File: src/rtl/gray_pkg.sv
// Shared Gray/binary conversion helpers for the Gray-coded counter family.
// The functions work at MAX_W bits; callers zero-extend narrower values and truncate the result.
package gray_pkg;

  localparam int DEFAULT_WIDTH = 4;
  localparam int MAX_W         = 32;

  function automatic logic [MAX_W-1:0] bin_to_gray(input logic [MAX_W-1:0] b);
    return b ^ (b >> 1);
  endfunction

  // Zero-extension is harmless here: leading zero Gray bits decode to leading zero binary bits.
  function automatic logic [MAX_W-1:0] gray_to_bin(input logic [MAX_W-1:0] g);
    logic [MAX_W-1:0] b;
    b[MAX_W-1] = g[MAX_W-1];
    for (int i = MAX_W-2; i >= 0; i--) b[i] = b[i+1] ^ g[i];
    return b;
  endfunction

endpackage

File: src/rtl/gray_to_bin.sv
// Combinational Gray-to-binary decoder: an XOR-prefix chain running from the MSB down.
module gray_to_bin #(
  parameter int WIDTH = gray_pkg::DEFAULT_WIDTH
) (
  input  logic [WIDTH-1:0] g,
  output logic [WIDTH-1:0] b
);

  always_comb begin
    b = '0;
    b[WIDTH-1] = g[WIDTH-1];
    for (int i = WIDTH-2; i >= 0; i--) b[i] = b[i+1] ^ g[i];
  end

endmodule

File: src/rtl/gray_counter.sv
// Registered up/down counter that presents its value in both binary and Gray code.
// It supports a load in either code and a one-cycle wrap pulse.
module gray_counter
  import gray_pkg::*;
#(
  parameter int WIDTH = DEFAULT_WIDTH
) (
  input  logic             clk,
  input  logic             rst,
  input  logic             en,
  input  logic             up,
  input  logic             load,
  input  logic             load_is_gray,
  input  logic [WIDTH-1:0] load_val,
  output logic [WIDTH-1:0] bin,
  output logic [WIDTH-1:0] gray,
  output logic             wrap
);

  logic [WIDTH-1:0] load_bin;
  logic [WIDTH-1:0] next_bin;
  logic             next_wrap;

  gray_to_bin #(.WIDTH(WIDTH)) u_g2b (
    .g (load_val),
    .b (load_bin)
  );

  always_comb begin
    next_bin  = bin;
    next_wrap = 1'b0;
    if (load) begin
      next_bin = load_is_gray ? load_bin : load_val;
    end else if (en) begin
      if (up) begin
        next_bin  = bin + WIDTH'(1);
        next_wrap = (bin == '1);
      end else begin
        next_bin  = bin - WIDTH'(1);
        next_wrap = (bin == '0);
      end
    end
  end

  // The Gray register is fed from next_bin so that it never trails bin by a cycle.
  always_ff @(posedge clk) begin
    if (rst) begin
      bin  <= '0;
      gray <= '0;
      wrap <= 1'b0;
    end else begin
      bin  <= next_bin;
      gray <= WIDTH'(bin_to_gray(MAX_W'(next_bin)));
      wrap <= next_wrap;
    end
  end

endmodule

File: config.mk
export PLATFORM = sky130hd
export DESIGN_NAME = gray_counter
export DESIGN_NICKNAME = d
export VERILOG_FILES = /design/src/rtl/gray_pkg.sv /design/src/rtl/gray_to_bin.sv /design/src/rtl/gray_counter.sv
export SDC_FILE = /design/constraint.sdc
export NUM_CORES = 1
export LEC_CHECK = 0
export ABC_AREA = 1
export BUFFER_PORTS_ARGS = -buffer_cell sky130_fd_sc_hd__buf_2
export CAP_MARGIN = 10
export CORE_AREA = 2 2 39 41
export CTS_BUF_LIST = sky130_fd_sc_hd__clkbuf_16
export DETAILED_ROUTE_END_ITERATION = 10
export DIE_AREA = 0 0 41 43
export GPL_TIMING_DRIVEN = 1
export PLACE_DENSITY = 0.69
export SLEW_MARGIN = 10
export SYNTH_ARGS = -nofsm -noshare
export SYNTH_HDL_FRONTEND = slang
export SYNTH_SLANG_ARGS = --single-unit
File: constraint.sdc
create_clock -name clk -period 2.4 [get_ports clk]
set_clock_uncertainty 0.15 [all_clocks]
set_input_delay 0.12 -clock clk [delete_from_list [all_inputs] [get_ports clk]]
set_output_delay 0.12 -clock clk [all_outputs]
set_load 0.01 [all_outputs]
# [After elaboration in Yosys (flattened, before gate mapping)]
# Index checks and enable logic that the tools add are counted.
[word_totals] register_bits=9 wordCells=18
[op_classes] n_addsub=2 n_eq_ne=1 muxes=5 bitwise=5 reduce_logical=2
[op_table] op="two-way mux 4 bit" count=3
[op_table] op="adder 4 x 1 -> 4 bit (second input constant)" count=1
[op_table] op="== test 4 bit (second input constant)" count=1
[op_table] op="logical NOT 4 bit" count=1
[op_table] op="subtractor 4 x 1 -> 4 bit (second input constant)" count=1
[op_table] op="bitwise XOR 4 x 3 -> 4 bit" count=1
[op_table] op="two-way mux 3 bit" count=1
[op_table] op="OR reduction 3 bit" count=1
[op_table] op="bitwise XOR 1 bit" count=3
[op_table] op="two-way mux 1 bit" count=1
[op_table] op="inverter 1 bit" count=1

# [Depth between registers and ports, before layout]
# Gate-level depths: netlist (run 1).
[logic_depth] ltp_word=6 ltp_mapped=12 mapped_depth_nobuf=12

# [By module]
# Synthesis (run 1) repeated with hierarchy kept, for this count alone.
[hier_totals] cells_unflattened=97 area_unflattened_um2=635.6
[by_module_without_submodules] module="gray_counter" instances=1 cells_per_inst=79 area_per_inst_um2=541.8 seq_area_each_um2=160.2
[by_module_without_submodules] module="gray_to_bin" instances=1 cells_per_inst=18 area_per_inst_um2=93.8 seq_area_each_um2=0.0

# [Least setup slack after synthesis (run 1)]
# Ideal clock, no wire load.
[synth_path] path_kind="flip-flop to flip-flop" start="register bin[0]" end="register gray[2]" setup_time_ps=115 arrival_ps=1473 slack_ps=662 path_stages_with_launch=9 n_path_buf=0 period_less_slack_ps=1738 path_cell_list="dfxtp_1 > inv_1 > fa_1 > xor2_1 > nand2_1 > a22oi_2 > nand3_1 > nand2_1 > nor2_1"
[synth_between] elab_chain_len=5 word_cells_on_any_way=6
[synth_lines] element="start, declared" line="gray_counter.sv:15" text="output logic [WIDTH-1:0] bin,"
[synth_lines] element="start signal, assigned" line="gray_counter.sv:52" text="bin <= next_bin;"
[synth_lines] element="subtractor 4 x 1 -> 4 bit / adder 4 x 1 -> 4 bit (equally long branches)" line="gray_counter.sv:39, gray_counter.sv:36"
[synth_lines] element="two-way mux 4 bit *" line="gray_counter.sv:35" text="if (up) begin"
[synth_lines] element="two-way mux 4 bit *" line="gray_counter.sv:34" text="end else if (en) begin"
[synth_lines] element="two-way mux 4 bit *" line="gray_counter.sv:32" text="if (load) begin"
[synth_lines] element="bitwise XOR 4 x 3 -> 4 bit *" line="gray_pkg.sv:9" text="return b ^ (b >> 1);"
[synth_lines] element="end signal, assigned" line="gray_counter.sv:53" text="gray <= WIDTH'(bin_to_gray(MAX_W'(next_bin)));"
[synth_lines] element="end, declared" line="gray_counter.sv:16" text="output logic [WIDTH-1:0] gray,"
# Mark *: on every way between the ends. The rest lies on a longest branch, timed or not.
# A chain may end at the register's enable or synchronous reset.

# [Worst setup path in the final report (run 1)]
[layout_path] start="register bin[0]" end="register gray[1]"
# The elaborated chain is that of the path after synthesis.

==> flow_summary.json, run 1 <==
{
  "antenna_found_initial": 0,
  "cts_tree": "yes",
  "setup_viol": 0,
  "finalCritPeriodShare": 0.764,
  "max_cap_violations": 0,
  "nFillCells": 125,
  "die_area_sq_um": 1760,
  "path_class": "register to register",
  "startpoint_type": "register",
  "fin_setup_tns_ns": 0,
  "grt_pass1_wl_microns": 1940,
  "cts_buffer_depth": 2,
  "met1_length_microns": 509,
  "cts_resized": 0,
  "crit_family": "adder cells",
  "firstDrtPassIters": 4,
  "rr_endpoint": "gray[1]$_SDFF_PP0_",
  "grt.overflow.total": 0,
  "path_buf_inv": 2,
  "hold_path.class": "input port to register",
  "synth_nets": 97,
  "ios": 19,
  "die_x_microns": 41,
  "preCtsSetupSlack_ns": 0.584,
  "final_nets": 120,
  "first_iter_violations": 15,
  "syn_area_sq_um": 558,
  "critPathArrivalTime_ns": 1.80,
  "post-place-cells": 117,
  "power_switching_mw": 0.138,
  "power_mw": 0.549,
  "area_growth_pct": 33.6,
  "vias_per_cell": 4.94,
  "power_leakage_nw": 0.408,
  "power.share.clock": 0.496,
  "fin_util": 0.539,
  "whs_ns": 0.0583,
  "wl_met2_microns": 598,
  "ys_ff_latch": 8,
  "period_minus_slack_ns": 1.83,
  "design_area_sq_um": 746,
  "highest_layer": "met4",
  "dpl_cell_area_sq_um": 661,
  "grt_setup_unrepaired": "false",
  "layout-drive-gt1-share": 0.276,
  "track_usage": 0.161,
  "seqPwrFrac": 0.284,
  "regToRegStartpoint": "bin[0]$_SDFF_PP0_",
  "worstPathRequired_ns": 2.37,
  "min_from": "en",
  "grt_pass1_vias": 517,
  "slew-limit-headroom": 0.842,
  "p_int_mw": 0.411,
  "io_buffers": 18,
  "drtAntennaViolNets": 0,
  "synth_seq_area_share": 0.287,
  "report.final.slew_viol_count": 0,
  "finalWirelength_microns": 1200,
  "start_util": 0.403,
  "r2r_slack_ns": 0.57,
  "crit_chain": "inv_1 -> fa_1 -> o21ai_1 -> a21oi_1 -> a21oi_2 -> inv_1 -> nand2_1 -> nand2_1",
  "rows": 14,
  "holdPathStages": 3,
  "wl_met3_microns": 65,
  "comb_power_share": 0.220,
  "cts_buffers": 3,
  "outcome": "completed",
  "avgSynthCellArea_sq_um": 6.64,
  "htreeDepth": 1,
  "p_sw_frac": 0.251,
  "antenna_cells": 0,
  "wl_per_cell_microns": 9.88,
  "yosysUniqueCellTypes": 21,
  "worst_pin_slew_ns": 0.237,
  "max_freq_ghz": 0.546,
  "vdd_ir_drop_max_mv": 0.555,
  "vias": 598,
  "die_height_microns": 43,
  "gp_congestion": 0.899,
  "fin_ws_ns": 0.568,
  "core_area_sq_um": 1380,
  "root_buffer": "clkbuf_16",
  "remaining_drc_errors": 0,
  "ys_warn_count": 0,
  "cp-end-kind": "register",
  "path_max_fanout": 5,
  "crit_path_top_delay_cell": "fa_1",
  "hpwl_microns": 992,
  "final_hold_viol_count": 0,
  "powerDensity_nw_per_um2": 736,
  "grt_max_degree": 7,
  "rr_worst_depth": 8,
  "fin_cells": 121,
  "path_clk_slew_ns": 0.04,
  "slowest_delay_ns": 0.47,
  "min_to": "wrap$_SDFF_PP0_",
  "synth_cells": 84,
  "cts_sinks": 8,
  "clk_latency_ns": 0.23
}
## Yosys cell counts, drive strengths merged
master | instances | area [sq um]
a21oi | 7 | 38.8
ha | 2 | 25.0
or2 | 1 | 6.26
nand4 | 2 | 12.5
a211oi | 1 | 7.51
a41oi | 1 | 8.76
o21ai | 1 | 5.00
nand2 | 23 | 88.8
fa | 1 | 20.0
inv | 14 | 52.6
a22oi | 1 | 12.5
dfxtp | 8 | 160
or3 | 1 | 11.3
nor2 | 10 | 37.5
buf | 1 | 7.51
nand3 | 9 | 55.1
xor2 | 1 | 8.76
## logic make-up after synthesis
logic type | Yosys count | share of synthesized area
flip-flops | 8 | 0.287
XOR/XNOR | 1 | 0.0157
buffers and inverters | 15 | 0.108
adder cells (fa/ha/maj) | 3 | 0.0807
AND/OR/NAND/NOR | 46 | 0.379
AO/OA/AOI/OAI | 11 | 0.130
## per-layer routing
| metal | vias to the layer above | track usage |
|---|---|---|
| met3 | 2 | 0.0628 |
| met2 | 15 | 0.253 |
| met1 | 265 | 0.186 |
| met5 | - | 0 |
| met4 | 0 | 0.0667 |
| li1 | 316 | - |
## worst register-to-register path, cell delays in order, from the launching register on
cell and delay, ns:
dfxtp_1 0.39, inv_1 0.11, fa_1 0.47, o21ai_1 0.14
a21oi_1 0.07, a21oi_2 0.21, inv_1 0.09, nand2_1 0.07
nand2_1 0.04
## how the worst max path moves through the flow
stage	from	endpoint	slack, ns	cells after the start
floorplan	bin[0]$_SDFF_PP0_	gray[2]$_SDFF_PP0_	0.66	8
global placement	bin[0]$_SDFF_PP0_	gray[1]$_SDFF_PP0_	0.63	8
detailed placement	bin[0]$_SDFF_PP0_	gray[1]$_SDFF_PP0_	0.58	8
CTS	bin[0]$_SDFF_PP0_	gray[1]$_SDFF_PP0_	0.58	8
global route	bin[0]$_SDFF_PP0_	gray[2]$_SDFF_PP0_	0.44	8
finish	bin[0]$_SDFF_PP0_	gray[1]$_SDFF_PP0_	0.57	8
## power groups by stage
stage / logic, mW / clock network (mW) / registers [mW]
floorplan: 0.0749 / 0 / 0.163
global placement: 0.119 / 0 / 0.157
detailed placement: 0.120 / 0 / 0.157
CTS: 0.122 / 0.277 / 0.156
global route: 0.138 / 0.285 / 0.158
finish: 0.121 / 0.272 / 0.156
## cell usage in the layout (no fill, tap or decap)
cell            n
nand3_1         7
nand2_2         1
inv_1          12
a21oi_1         6
buf_2          18
or3_4           1
nand2_1        22
nand4_1         2
or2_1           1
xor2_1          1
dfxtp_1         8
a21oi_2         1
dlygate4sd3_1   1
nor2_1         10
o21ai_1         1
a41oi_1         1
a22oi_2         1
nand3_2         2
clkbuf_16       3
a211oi_1        1
ha_1            2
inv_2           2
fa_1            1
## state kept, by name, summed over array words and instances (netlist names)
register and flops:
wrap 1, bin 4, gray 3
## layout make-up
cell class | instances | area [sq um] | area share
clock buffer | 3 | 75.1 | 0.101
timing repair buffer | 19 | 100 | 0.134
multi-input combinational | 61 | 338 | 0.453
sequential | 8 | 160 | 0.215
inverter | 14 | 52.6 | 0.0705
tap | 16 | 20.0 | 0.0268
## timing repair
action / CTS / global route
setup endpoints to repair: 0 / 0
setup buffers: 0 / 0
endpoints found under the hold margin: 4 / 0
hold buffers: 1 / 0
Note: power is estimated with default switching activity, not from simulation.
==> run 2: changes to the inputs <==
- CORE_AREA: 2 2 39 41 -> not set
- CORE_MARGIN: not set -> 1
- CORE_UTILIZATION: not set -> 42
- DIE_AREA: 0 0 41 43 -> not set
- PLACE_DENSITY: 0.69 -> 0.71
- clock period: 2.4 -> 1.6 ns (I/O delays scaled with it)
==> run 2 against run 1 <==
Hold slack worse by 0.025 ns. Critical endpoint unchanged. Non-clock buffer count rose by 9. Worst setup slack got worse by 0.67 ns. The flow now finishes with violations (negative setup slack). Total power rose by 64%. Maximum frequency is 7.4% higher. Final area up 16%. Routed wire length grew 28%. Via count rose by 13%.
==> flow_summary.json, run 2 (synthesis results as in run 1) <==
{
  "outcome": "complete, but fails checks",
  "violations": "negative setup slack",
  "track_usage": 0.259,
  "power.share.clock": 0.475,
  "power_switching_mw": 0.245,
  "worst_pin_slew_ns": 0.295,
  "root_buffer": "clkbuf_16",
  "start_util": 0.476,
  "power_leakage_nw": 0.463,
  "setup_viol": 4,
  "antenna_found_initial": 0,
  "first_iter_violations": 12,
  "firstDrtPassIters": 4,
  "period_minus_slack_ns": 1.71,
  "die_area_sq_um": 1480,
  "remaining_drc_errors": 0,
  "layout-drive-gt1-share": 0.452,
  "hold_path.class": "input port to register",
  "final_common_cell": "nand2_1",
  "hpwl_microns": 1060,
  "top_regs": "bin x4, gray x3, wrap x1",
  "path_max_fanout": 4,
  "holdPathStages": 3,
  "grt_setup_unrepaired": "true",
  "drtAntennaViolNets": 0,
  "max_freq_ghz": 0.586,
  "multi_input_area_sq_um": 380,
  "grt_pass1_wl_microns": 2420,
  "layout_common_cells": "nand2_1, buf_2, inv_1",
  "slew-limit-headroom": 0.803,
  "rows": 12,
  "largest-register": "bin",
  "gp_congestion": 0.853,
  "p_int_mw": 0.653,
  "cts_buffer_depth": 2,
  "fin_ws_ns": -0.106,
  "comb_power_share": 0.266,
  "area_growth_pct": 55.6,
  "die_x_microns": 38.5,
  "min_from": "up",
  "seq_area_sq_um": 169,
  "critPathArrivalTime_ns": 1.68,
  "rr_worst_depth": 8,
  "path_clk_slew_ns": 0.04,
  "vias_per_cell": 5.22,
  "grt_max_degree": 7,
  "antenna_cells": 0,
  "report.final.slew_viol_count": 0,
  "grt_pass1_vias": 599,
  "rr_endpoint": "gray[1]$_SDFF_PP0_",
  "worstPathRequired_ns": 1.57,
  "final_nets": 129,
  "finalWirelength_microns": 1530,
  "htreeDepth": 1,
  "clk_latency_ns": 0.23,
  "core_area_sq_um": 1170,
  "r2r_slack_ns": -0.11,
  "p_sw_frac": 0.272,
  "whs_ns": 0.0333,
  "cp-end-kind": "register",
  "wl_per_cell_microns": 11.9,
  "vias": 674,
  "powerDensity_nw_per_um2": 1030,
  "cts_tree": "yes",
  "path_class": "register to register",
  "cts_sinks": 8,
  "cts_buffers": 3,
  "ios": 19,
  "fin_util": 0.741,
  "regToRegStartpoint": "bin[0]$_SDFF_PP0_",
  "seqPwrFrac": 0.258,
  "largest_reg_flops": 4,
  "grt.overflow.total": 0,
  "die_height_microns": 38.5,
  "nFillCells": 87,
  "min_to": "wrap$_SDFF_PP0_",
  "final_hold_viol_count": 0,
  "startpoint_type": "register",
  "vdd_ir_drop_max_mv": 0.796,
  "finalCritPeriodShare": 1.07,
  "max_cap_violations": 0,
  "io_buffers": 18
}
==> run 2: cell types whose count changed in the layout (fill, tap and decap cells not counted), sizes merged <==
cell,change
inv,+1
buf,+9
==> run 2: cell type report <==
class | count | area share
clock buffer | 3 | 0.0865
multi-input combinational | 61 | 0.438
sequential | 8 | 0.195
clock inverter | 1 | 0.00432
tap | 14 | 0.0202
timing repair buffer | 28 | 0.193
inverter | 14 | 0.0634
==> run 2: worst max-delay path, stage by stage, from the launching register on <==
cell and delay (ns):
dfxtp_4 0.35, inv_4 0.03, fa_2 0.34, xor2_1 0.17, nand2_1 0.08, a22oi_2 0.25, nor2_2 0.09, nand2_1 0.08
nand2_1 0.05
==> run 2: routing by layer <==
metal,global-route usage,vias up,wire length (microns)
met2,0.445,25,754
met4,0.155,0,38
met5,0,-,0
li1,-,338,-
met3,0.105,5,92
met1,0.258,306,644
==> run 2: stage by stage <==
step	area (sq um)	cells	setup slack, ns	setup TNS [ns]	total power [mW]
final	868	129	-0.106	-0.292	0.898
after global routing	868	129	-0.166	-0.623	0.948
after CTS	826	127	-0.106	-0.287	0.885
after detailed placement	717	121	-0.0820	-0.246	0.439
after global placement	717	121	-0.0627	-0.176	0.435
after floorplan	572	84	0.00286	0	0.361
==> run 2: repair_timing <==
action                                  CTS  global route
endpoints found under the setup margin    4             5
hold buffers                              1             0
setup buffers                             1             2
pin swaps                                 2             9
gates resized for setup                   3             5
endpoints found under the hold margin     4             0
==> run 2: worst max path at each step <==
| stage | startpoint | to | slack, ns | cells past startpoint |
|---|---|---|---|---|
| after detailed placement | bin[2]$_SDFF_PP0_ | gray[2]$_SDFF_PP0_ | -0.08 | 8 |
| after floorplan | bin[0]$_SDFF_PP0_ | gray[0]$_SDFF_PP0_ | 0.003 | 7 |
| after CTS | bin[1]$_SDFF_PP0_ | gray[1]$_SDFF_PP0_ | -0.11 | 8 |
| after global placement | bin[2]$_SDFF_PP0_ | gray[2]$_SDFF_PP0_ | -0.06 | 8 |
| after global routing | bin[0]$_SDFF_PP0_ | gray[1]$_SDFF_PP0_ | -0.17 | 8 |
| final | bin[0]$_SDFF_PP0_ | gray[1]$_SDFF_PP0_ | -0.11 | 8 |
==> run 2: power by group through the flow <==
stage,Clock (mW),Combinational [mW],Sequential [mW]
floorplan,0,0.114,0.247
global placement,0,0.201,0.234
detailed placement,0,0.204,0.235
CTS,0.434,0.220,0.231
global route,0.449,0.264,0.235
finish,0.427,0.239,0.232
